[src/rtl/mining_round_controller.sv]
// rtl/mining_round_controller.sv - mining round sequencer: header broadcast, nonce sweep, hit arbitration
// Optional MINER_ROUND_ROBIN_EN: round-robin winner selection instead of lowest-index priority.
module mining_round_controller #(
   parameter int NUM_CORES     = 4,
   parameter int PARTITIONBITS = 2,
   parameter int BROADCAST_CNT = 5,
   parameter int CORE_LATENCY  = 3,
   localparam int SUFFIX_W     = 32 - PARTITIONBITS,
   localparam int IDX_W        = (BROADCAST_CNT > 1) ? $clog2(BROADCAST_CNT) : 1,
   parameter logic [SUFFIX_W-1:0] SWEEP_LAST = '1
) (
   input  logic                 clk,
   input  logic                 rst,
   input  logic                 start_i,
   output logic                 bcast_valid_o,
   output logic [IDX_W-1:0]     bcast_idx_o,
   output logic                 sweep_valid_o,
   output logic [SUFFIX_W-1:0]  suffix_o,
   input  logic [NUM_CORES-1:0] core_success_i,
   output logic                 busy_o,
   output logic                 done_o,
   output logic                 success_o,
   output logic [31:0]          nonce_o
);

   localparam logic [2:0] S_IDLE  = 3'd0;
   localparam logic [2:0] S_LOAD  = 3'd1;
   localparam logic [2:0] S_SWEEP = 3'd2;
   localparam logic [2:0] S_DRAIN = 3'd3;
   localparam logic [2:0] S_DONE  = 3'd4;

   // Every stage except the oldest; when these are clear the drain finishes this cycle.
   localparam logic [CORE_LATENCY-1:0] YOUNG_MASK =
      CORE_LATENCY'((64'd1 << (CORE_LATENCY - 1)) - 64'd1);

   logic [2:0]                state;
   logic [CORE_LATENCY-1:0]   dl_v;
   logic [SUFFIX_W-1:0]       dl_s [CORE_LATENCY];
   logic [NUM_CORES-1:0]      hits;
   logic                      hit;
   logic                      younger_pending;
   logic [PARTITIONBITS-1:0]  win_idx;

   assign hits = (dl_v[CORE_LATENCY-1] && (state == S_SWEEP || state == S_DRAIN))
                 ? core_success_i : '0;
   assign hit = |hits;
   assign younger_pending = |(dl_v & YOUNG_MASK);

`ifdef MINER_ROUND_ROBIN_EN
   logic [PARTITIONBITS-1:0] rr_ptr;
   logic                     rr_found;

   // Outer loop walks the search order starting at the pointer; inner loop keeps indices constant.
   always_comb begin
      win_idx  = '0;
      rr_found = 1'b0;
      for (int k = 0; k < NUM_CORES; k++) begin
         for (int j = 0; j < NUM_CORES; j++) begin
            if (!rr_found && (j == (int'(rr_ptr) + k) % NUM_CORES) && hits[j]) begin
               win_idx  = PARTITIONBITS'(j);
               rr_found = 1'b1;
            end
         end
      end
   end

   always_ff @(posedge clk) begin
      if (!rst) begin
         rr_ptr <= '0;
      end else if (!start_i && hit) begin
         rr_ptr <= (int'(win_idx) == NUM_CORES - 1) ? '0 : win_idx + 1'b1;
      end
   end
`else
   always_comb begin
      win_idx = '0;
      for (int k = NUM_CORES - 1; k >= 0; k--) begin
         if (hits[k]) begin
            win_idx = PARTITIONBITS'(k);
         end
      end
   end
`endif

   // Suffix pipeline mirroring the cores; oldest stage lines up with core_success_i.
   always_ff @(posedge clk) begin
      if (!rst || start_i || hit) begin
         dl_v <= '0;
      end else begin
         dl_v[0] <= sweep_valid_o;
         for (int k = 1; k < CORE_LATENCY; k++) begin
            dl_v[k] <= dl_v[k-1];
         end
      end
      dl_s[0] <= suffix_o;
      for (int k = 1; k < CORE_LATENCY; k++) begin
         dl_s[k] <= dl_s[k-1];
      end
   end

   always_ff @(posedge clk) begin
      if (!rst) begin
         state         <= S_IDLE;
         bcast_valid_o <= 1'b0;
         bcast_idx_o   <= '0;
         sweep_valid_o <= 1'b0;
         suffix_o      <= '0;
         busy_o        <= 1'b0;
         done_o        <= 1'b0;
         success_o     <= 1'b0;
         nonce_o       <= '0;
      end else begin
         done_o <= 1'b0;
         if (start_i) begin
            // A new block always wins, including over a hit maturing this cycle.
            state         <= S_LOAD;
            bcast_valid_o <= 1'b1;
            bcast_idx_o   <= '0;
            sweep_valid_o <= 1'b0;
            suffix_o      <= '0;
            busy_o        <= 1'b1;
            success_o     <= 1'b0;
            nonce_o       <= '0;
         end else begin
            case (state)
               S_LOAD: begin
                  if (bcast_idx_o == IDX_W'(BROADCAST_CNT - 1)) begin
                     state         <= S_SWEEP;
                     bcast_valid_o <= 1'b0;
                     bcast_idx_o   <= '0;
                     sweep_valid_o <= 1'b1;
                     suffix_o      <= '0;
                  end else begin
                     bcast_idx_o <= bcast_idx_o + 1'b1;
                  end
               end
               S_SWEEP: begin
                  if (hit) begin
                     state         <= S_DONE;
                     sweep_valid_o <= 1'b0;
                     suffix_o      <= '0;
                     done_o        <= 1'b1;
                     success_o     <= 1'b1;
                     nonce_o       <= {win_idx, dl_s[CORE_LATENCY-1]};
                  end else if (suffix_o == SWEEP_LAST) begin
                     state         <= S_DRAIN;
                     sweep_valid_o <= 1'b0;
                     suffix_o      <= '0;
                  end else begin
                     suffix_o <= suffix_o + 1'b1;
                  end
               end
               S_DRAIN: begin
                  if (hit) begin
                     state     <= S_DONE;
                     done_o    <= 1'b1;
                     success_o <= 1'b1;
                     nonce_o   <= {win_idx, dl_s[CORE_LATENCY-1]};
                  end else if (!younger_pending) begin
                     state     <= S_DONE;
                     done_o    <= 1'b1;
                     success_o <= 1'b0;
                     nonce_o   <= '0;
                  end
               end
               S_DONE: begin
                  state  <= S_IDLE;
                  busy_o <= 1'b0;
               end
               default: begin
                  state <= S_IDLE;
               end
            endcase
         end
      end
   end

endmodule

[config.mk]
export PLATFORM = sky130hd
export DESIGN_NAME = mining_round_controller
export DESIGN_NICKNAME = d
export VERILOG_FILES = /design/src/rtl/mining_round_controller.sv
export SDC_FILE = /design/constraint.sdc
export NUM_CORES = 1
export LEC_CHECK = 0
export ABC_AREA = 1
export CAP_MARGIN = 20
export CORE_MARGIN = 2
export CORE_UTILIZATION = 25
export DETAILED_ROUTE_END_ITERATION = 8
export GPL_TIMING_DRIVEN = 1
export SYNTH_ARGS = -nofsm -noshare
export SYNTH_HDL_FRONTEND = slang
export SYNTH_SLANG_ARGS = --single-unit
[constraint.sdc]
create_clock -name clk -period 1.5 [get_ports clk]
set_clock_uncertainty 0.05 [all_clocks]
set_input_delay 0.3 -clock clk [delete_from_list [all_inputs] [get_ports clk]]
set_output_delay 0.3 -clock clk [all_outputs]
set_load 0.02 [all_outputs]
* Yosys cells after proc, flatten, opt, wreduce, memory -nomap -nowiden
Memory sizes are Yosys's and may differ from the RTL's.
Cells that the tools add are included.
** Word-level totals
- Flip-flop bits (word level) :: 76
- Bits in writable memories :: 90
- Input bits :: 7
- Output and inout port bits :: 70
- Memories kept :: 1
** Memory list
- dl_s :: depth 3, width 30, read ports 3, clocked after Yosys merged registers in 0, wr ports 3, RTL line 38 : logic [SUFFIX_W-1:0] dl_s [CORE_LATENCY];
** Cells by class
- $add $sub $neg :: 2
- Equality and inequality tests :: 13
- Mux-type cells :: 38
- Bitwise gates (word level) :: 1
- Reductions and logical operators :: 19
** Operator list (count)
- two-way mux 32 bit :: 3
- two-way mux 30 bit :: 3
- case mux 32 bit (2 select lines) :: 1
- case mux 30 bit (2 select lines) :: 1
- adder 30 x 1 -> 30 bit, second input constant :: 1
- equality test 30 bit, second input constant :: 1
- two-way mux 3 bit :: 6
- two-way mux 1 bit :: 15
- AND reduction 3 bit :: 4
- nonzero test 2 bit :: 5
- case mux 3 bit (3 select lines) :: 1
- two-way mux 2 bit :: 4
- equality test 3 x 2 -> 1 bit, second input constant :: 2
- equality test 3 bit, second input constant :: 2
- != test 3 bit, second input constant :: 2
- case mux 1 bit (2 select lines) :: 3
- two-way mux 4 bit :: 1
- != test 2 bit, second input constant :: 2
- != test 4 x 3 -> 1 bit, second input constant :: 1
- != test 4 bit, second input constant :: 1
- AND reduction 2 bit :: 2
- OR reduction 2 bit :: 2
- OR reduction 4 bit :: 1
- adder 3 x 1 -> 3 bit, second input constant :: 1
- 6 further kinds :: 8

* Depth between registers and ports, before layout
- Depth in word-level cells :: 10
- Depth in mapped cells :: 13

* Worst setup path after synthesis
Ideal clock, no wire load.
- Path kind :: reg2reg
- Start :: register suffix_o[1]
- End :: register suffix_o[4]
- Arrival time :: 1.616 ns
- Slack :: -0.282 ns
- Cell stages (with the launch flop) :: 12
- Clock period less this slack :: 1.782 ns
- Cells stage by stage :: dfxtp_1 -> ha_1 -> inv_1 -> nor2_1 -> nand2_1 -> nor2_4 -> nand2_2 -> nand2_2 -> nand2_2 -> nand2_4 -> buf_6 -> nor2_1
** On the way
- Word-level cells in the longest chain between the ends :: 4
- Elaborated cells on any way between the ends :: 5
- Those cells by class :: add/sub: 1; eq/ne: 1; mux: 3
** Ends and longest elaborated chain
- start, declared :: RTL line 18 : output logic [SUFFIX_W-1:0] suffix_o,
- start signal, assigned :: RTL line 150 : suffix_o <= suffix_o + 1'b1;
- adder 30 x 1 -> 30 bit or equality test 30 bit (tied branches) :: RTL line 150, 145
- two-way mux 30 bit (*) :: RTL line 145 : end else if (suffix_o == SWEEP_LAST) begin
- two-way mux 30 bit (*) :: RTL line 138 : if (hit) begin
- case mux 30 bit (2 select lines) (*) :: RTL line 125 : case (state)
Mark *: on every way between the ends. The rest lies on a longest branch, timed or not.
A chain may end at the register's enable or synchronous reset.

* Worst setup path in the final report
- Start :: register bcast_idx_o[1]
- End :: register suffix_o[11]
** On the way
- Word-level cells in the longest chain between the ends :: 3
** Ends and longest elaborated chain
- start, declared :: RTL line 16 : output logic [IDX_W-1:0] bcast_idx_o,
- start signal, assigned :: RTL line 134 : bcast_idx_o <= bcast_idx_o + 1'b1;
- equality test 3 bit :: RTL line 127 : if (bcast_idx_o == IDX_W'(BROADCAST_CNT - 1)) begin
- != test 2 bit (no line)
- AND reduction 2 bit (no line)
No other way between the ends.

==> results.env <==
PLACE.DETAILED.HPWL_MM=8.656
POSTSYNTHAREAPERCELL_UM2=9.354
WORST_PATH_MAX_FANOUT=6
PORT_BUFFERS=76
TIGHTESTPINTRANSITION_NS=0.3166
TRACK_USAGE=0.1220
CTSHOLDBUFFERS=0
FINAL_LAYOUT_SIZE_SUFFIX_GT1_FRAC=0.4442
GRT_OVERFLOW_TOTAL=0
PERIOD_SHARE=1.040
SYNTH_AREA_LEADER_CELL='sky130_fd_sc_hd__dfxtp_1'
P_TOTAL_uW=8958
CRIT_PATH_START_KIND='register'
SYNTH.NET_COUNT=569
DIE_Y_UM=148.6
DESIGN.PORTCOUNT=77
CRITICALPATHCATEGORY='reg -> reg'
FLOORPLAN.INITIALDENSITY=0.2568
NETLIST-CELL-TYPE-COUNT=32
DPL_CELL_AREA_MM2=0.006982
POST-SYNTH-TOP-COUNT-CELL='sky130_fd_sc_hd__dfxtp_1'
SYNTH_EDF_COUNT=0
P_INT_uW=6892
CLKSINKCOUNT=166
COREAREA_MM2=0.02036
CTS.ROOT.BUFFER_CELL='sky130_fd_sc_hd__clkbuf_16'
VDD_IR_DROP_MAX_mV=0.5523
FAILED_CHECKS='negative setup slack'
FIRST_PASS_DETAILED_ROUTE_ITERATION_TOTAL=4
ROUTED_WIRE_LENGTH_PER_INSTANCE_UM=12.79
SYN_INST=559
SHARE_COMB_OF_TOTAL_POWER=0.031
ROUTED_WL_MM=13.20
POWER_PER_CELL_AREA_mW_PER_MM2=1098
POWER.SWITCHING_uW=2067
HOLD_VIOL_FINAL=0
SYNTHTOPCELLSBYAREA='sky130_fd_sc_hd__dfxtp_1 (64%), sky130_fd_sc_hd__nand2_1 (8.9%), sky130_fd_sc_hd__nor2_1 (5.0%), sky130_fd_sc_hd__a21oi_1 (4.1%), sky130_fd_sc_hd__inv_1 (3.0%)'
CTS.PATH.MAX_BUFFERS=2
DETAIL_ROUTE.VIAS_PER_CELL=4.090
DIE-AREA_MM2=0.02209
POWER.SWITCHING_FRACTION=0.2307
LAYOUT-AREA-OVERHEAD-VS-SYNTH_PCT=56.09
POWER.SHARE.CLOCK=0.477
SETUP_SLACK_NS=-0.06008
TRITONCTS.NUM_BUFFERS=17
SHARE_SEQ_OF_TOTAL_POWER=0.492
HTREEDEPTH=4
DOMINANTREGCELLSYNTH='sky130_fd_sc_hd__dfxtp_1'
STATIC_LEAKAGE_uW=0.003209
PLACE_INST=975
FINALINSTANCEAREA_MM2=0.008162
GRT_MAX_DEGREE=18
SYNTH_TOP_CELL_AREA_SHARE=0.6356
ROUTE.DETAILED.DRC=0
YOSYS_REGISTER_BITS=166
WORST_HOLD_STARTPOINT='dl_s[0][35]$_DFF_P_'
SYNTH_ASYNC_SR_FLOP_SHARE=0
FINAL_PERIOD_MINUS_WORST_SETUP_SLACK_NS=1.560
GRT_PASS1_WL_MM=20.72
TIMING.CRITICAL_PATH.REQUIRED_NS=1.76
CRIT_START='bcast_idx_o[1]$_SDFFE_PP0P_'
STATUS='finished, violations left'
POST_SYNTH_MOST_FREQUENT_CELLS='sky130_fd_sc_hd__dfxtp_1 (166), sky130_fd_sc_hd__nand2_1 (124), sky130_fd_sc_hd__nor2_1 (69), sky130_fd_sc_hd__a21oi_1 (43), sky130_fd_sc_hd__inv_1 (42)'
TIMING.FINAL.SETUP_VIOLATIONS=42
TIMING.CRITICAL_PATH.TO_TYPE='register'
INSERTION_DELAY_NS=0.42
POST_LAYOUT_NONFILLER_INSTANCES=1032
CRITICAL_PATH.REG2REG.STARTPOINT='bcast_idx_o[1]$_SDFFE_PP0P_'
WORST-ENDPOINT-ARRIVAL_NS=1.82
CAP_VIOLATIONS=0
DIE_WIDTH_UM=148.6
FINISH.NET_COUNT=758
SYNTHESIS_WARNING_TOTAL=0
GP_CONGESTION=0.8486
GRT_PASS1_VIAS=4106
POST_SYN_AREA_MM2=0.005229
DRTANTENNAVIOLNETS=0
ROUTED_VIA_COUNT=4221
STD_CELL_ROWS=52
SEQ_AREA_FRAC_SYNTH=0.6356
PLACE_WORST_SETUP_SLACK_NS=-0.5067
RSZ0062_AT_GRT='true'
SLEW_HEADROOM=0.7884
FINAL_MAX_SLEW_VIOL_COUNT=0
CLK_PIN_SLEW_NS=0.07
GRT_ANTENNA_BEFORE_REPAIR=1
MAXCLOCKFREQUENCY_GHz=0.6410
TRITONCTS='built'
DRT-INITIAL-DRC-COUNT=280
MIN_PATH_TYPE='reg -> reg'
==> cell usage in the layout, fill, tap and decap left out, drive strengths merged, types with 2 or more instances in the layout <==
master         instances
dfxtp                166
buf                  138
nand2                135
nor2                  81
inv                   51
a21oi                 44
clkbuf                25
nand3                 24
dlygate4sd2           20
clkdlybuf4s15         11
nor3                  11
nand4                 10
xor2                   8
o21ai                  6
o21bai                 5
clkdlybuf4s50          5
xnor2                  3
ha                     3
clkinv                 3
and3                   2
clkinvlp               2
==> area by class of cell <==
| type | instances | area, um^2 |
|---|---|---|
| flip-flops and latches | 166 | 3382 |
| clock inverters | 14 | 162.7 |
| repair buffers | 181 | 1455 |
| well taps | 270 | 337.8 |
| clock buffers | 18 | 429.2 |
| inverters | 43 | 173.9 |
| multi-input cells | 339 | 2218 |
| fillers | 1969 | 12200 |
| diodes | 1 | 2.502 |
==> per-layer routing <==
layer  vias up  GRT usage  part of all wire
met5         -          0                 0
met4         0    0.04619             0.014
met3        12    0.03896             0.047
met2        83     0.2005              0.48
met1      1953     0.1497              0.46
li1       2173          -                 -
==> power groups by stage <==
stage	Sequential (uW)	Combinational, uW	Clock, uW
2_1_floorplan	4520	91.9	0
3_3_place_gp	4510	193	0
3_5_place_dp	4510	194	0
4_1_cts	4410	269	4400
5_1_grt	4410	299	4620
6_report	4410	278	4270
==> worst max-delay path, stage by stage (launching register included) <==
cell and delay, ns:
sky130_fd_sc_hd__dfxtp_4 0.36, sky130_fd_sc_hd__inv_4 0.04, sky130_fd_sc_hd__ha_4 0.15, sky130_fd_sc_hd__nand2_4 0.07, sky130_fd_sc_hd__buf_6 0.10, sky130_fd_sc_hd__nor2_4 0.03
sky130_fd_sc_hd__nor2_4 0.28, sky130_fd_sc_hd__nor2_4 0.11, sky130_fd_sc_hd__buf_4 0.16, sky130_fd_sc_hd__nor2_4 0.07, sky130_fd_sc_hd__nor3_1 0.05
==> sequential cells by signal (all words and copies together) (netlist names) <==
| signal | count |
|---|---|
| dl_s | 90 |
| busy_o | 1 |
| sweep_valid_o | 1 |
| nonce_o | 32 |
| done_o | 1 |
| suffix_o | 30 |
| dl_v | 3 |
| bcast_valid_o | 1 |
| state | 3 |
| success_o | 1 |
| bcast_idx_o | 3 |
==> kinds of logic after synthesis <==
family	Yosys count	synth area share
AOI/OAI and AO/OA	58	0.06413
xor gates and xnor gates	11	0.01843
adders and majority gates	3	0.007180
buffers and inverters	57	0.05121
DFF	166	0.6356
and+or+nand+nor	264	0.2235
==> final timing paths <==
| check | end | slack (ns) | cells past startpoint |
|---|---|---|---|
| max reg2reg | suffix_o[11]$_SDFFE_PP0P_ | -0.06 | 10 |
| min reg2reg | dl_s[0][65]$_DFF_P_ | 0.27 | 0 |
| min | dl_s[0][65]$_DFF_P_ | 0.27 | 0 |
| max | suffix_o[11]$_SDFFE_PP0P_ | -0.06 | 10 |
==> per-stage QoR <==
stage	utilization	hold WS (ns)	TNS, ns
after floorplan	-	0.2596	-0.2998
after global placement	0.3428	0.2595	-24.44
after detailed placement	0.3428	0.2621	-27.35
after CTS	0.3909	0.2747	-2.279
after global routing	0.4007	0.2821	-5.458
final	0.4008	0.2720	-1.429
==> repair_timing <==
action	in CTS	in global routing
pin swaps	38	32
endpoints found under the setup margin	135	88
gates cloned	6	0
gates resized for setup	250	106
buffers inserted	20	4
(Power assumes the default switching activity.)
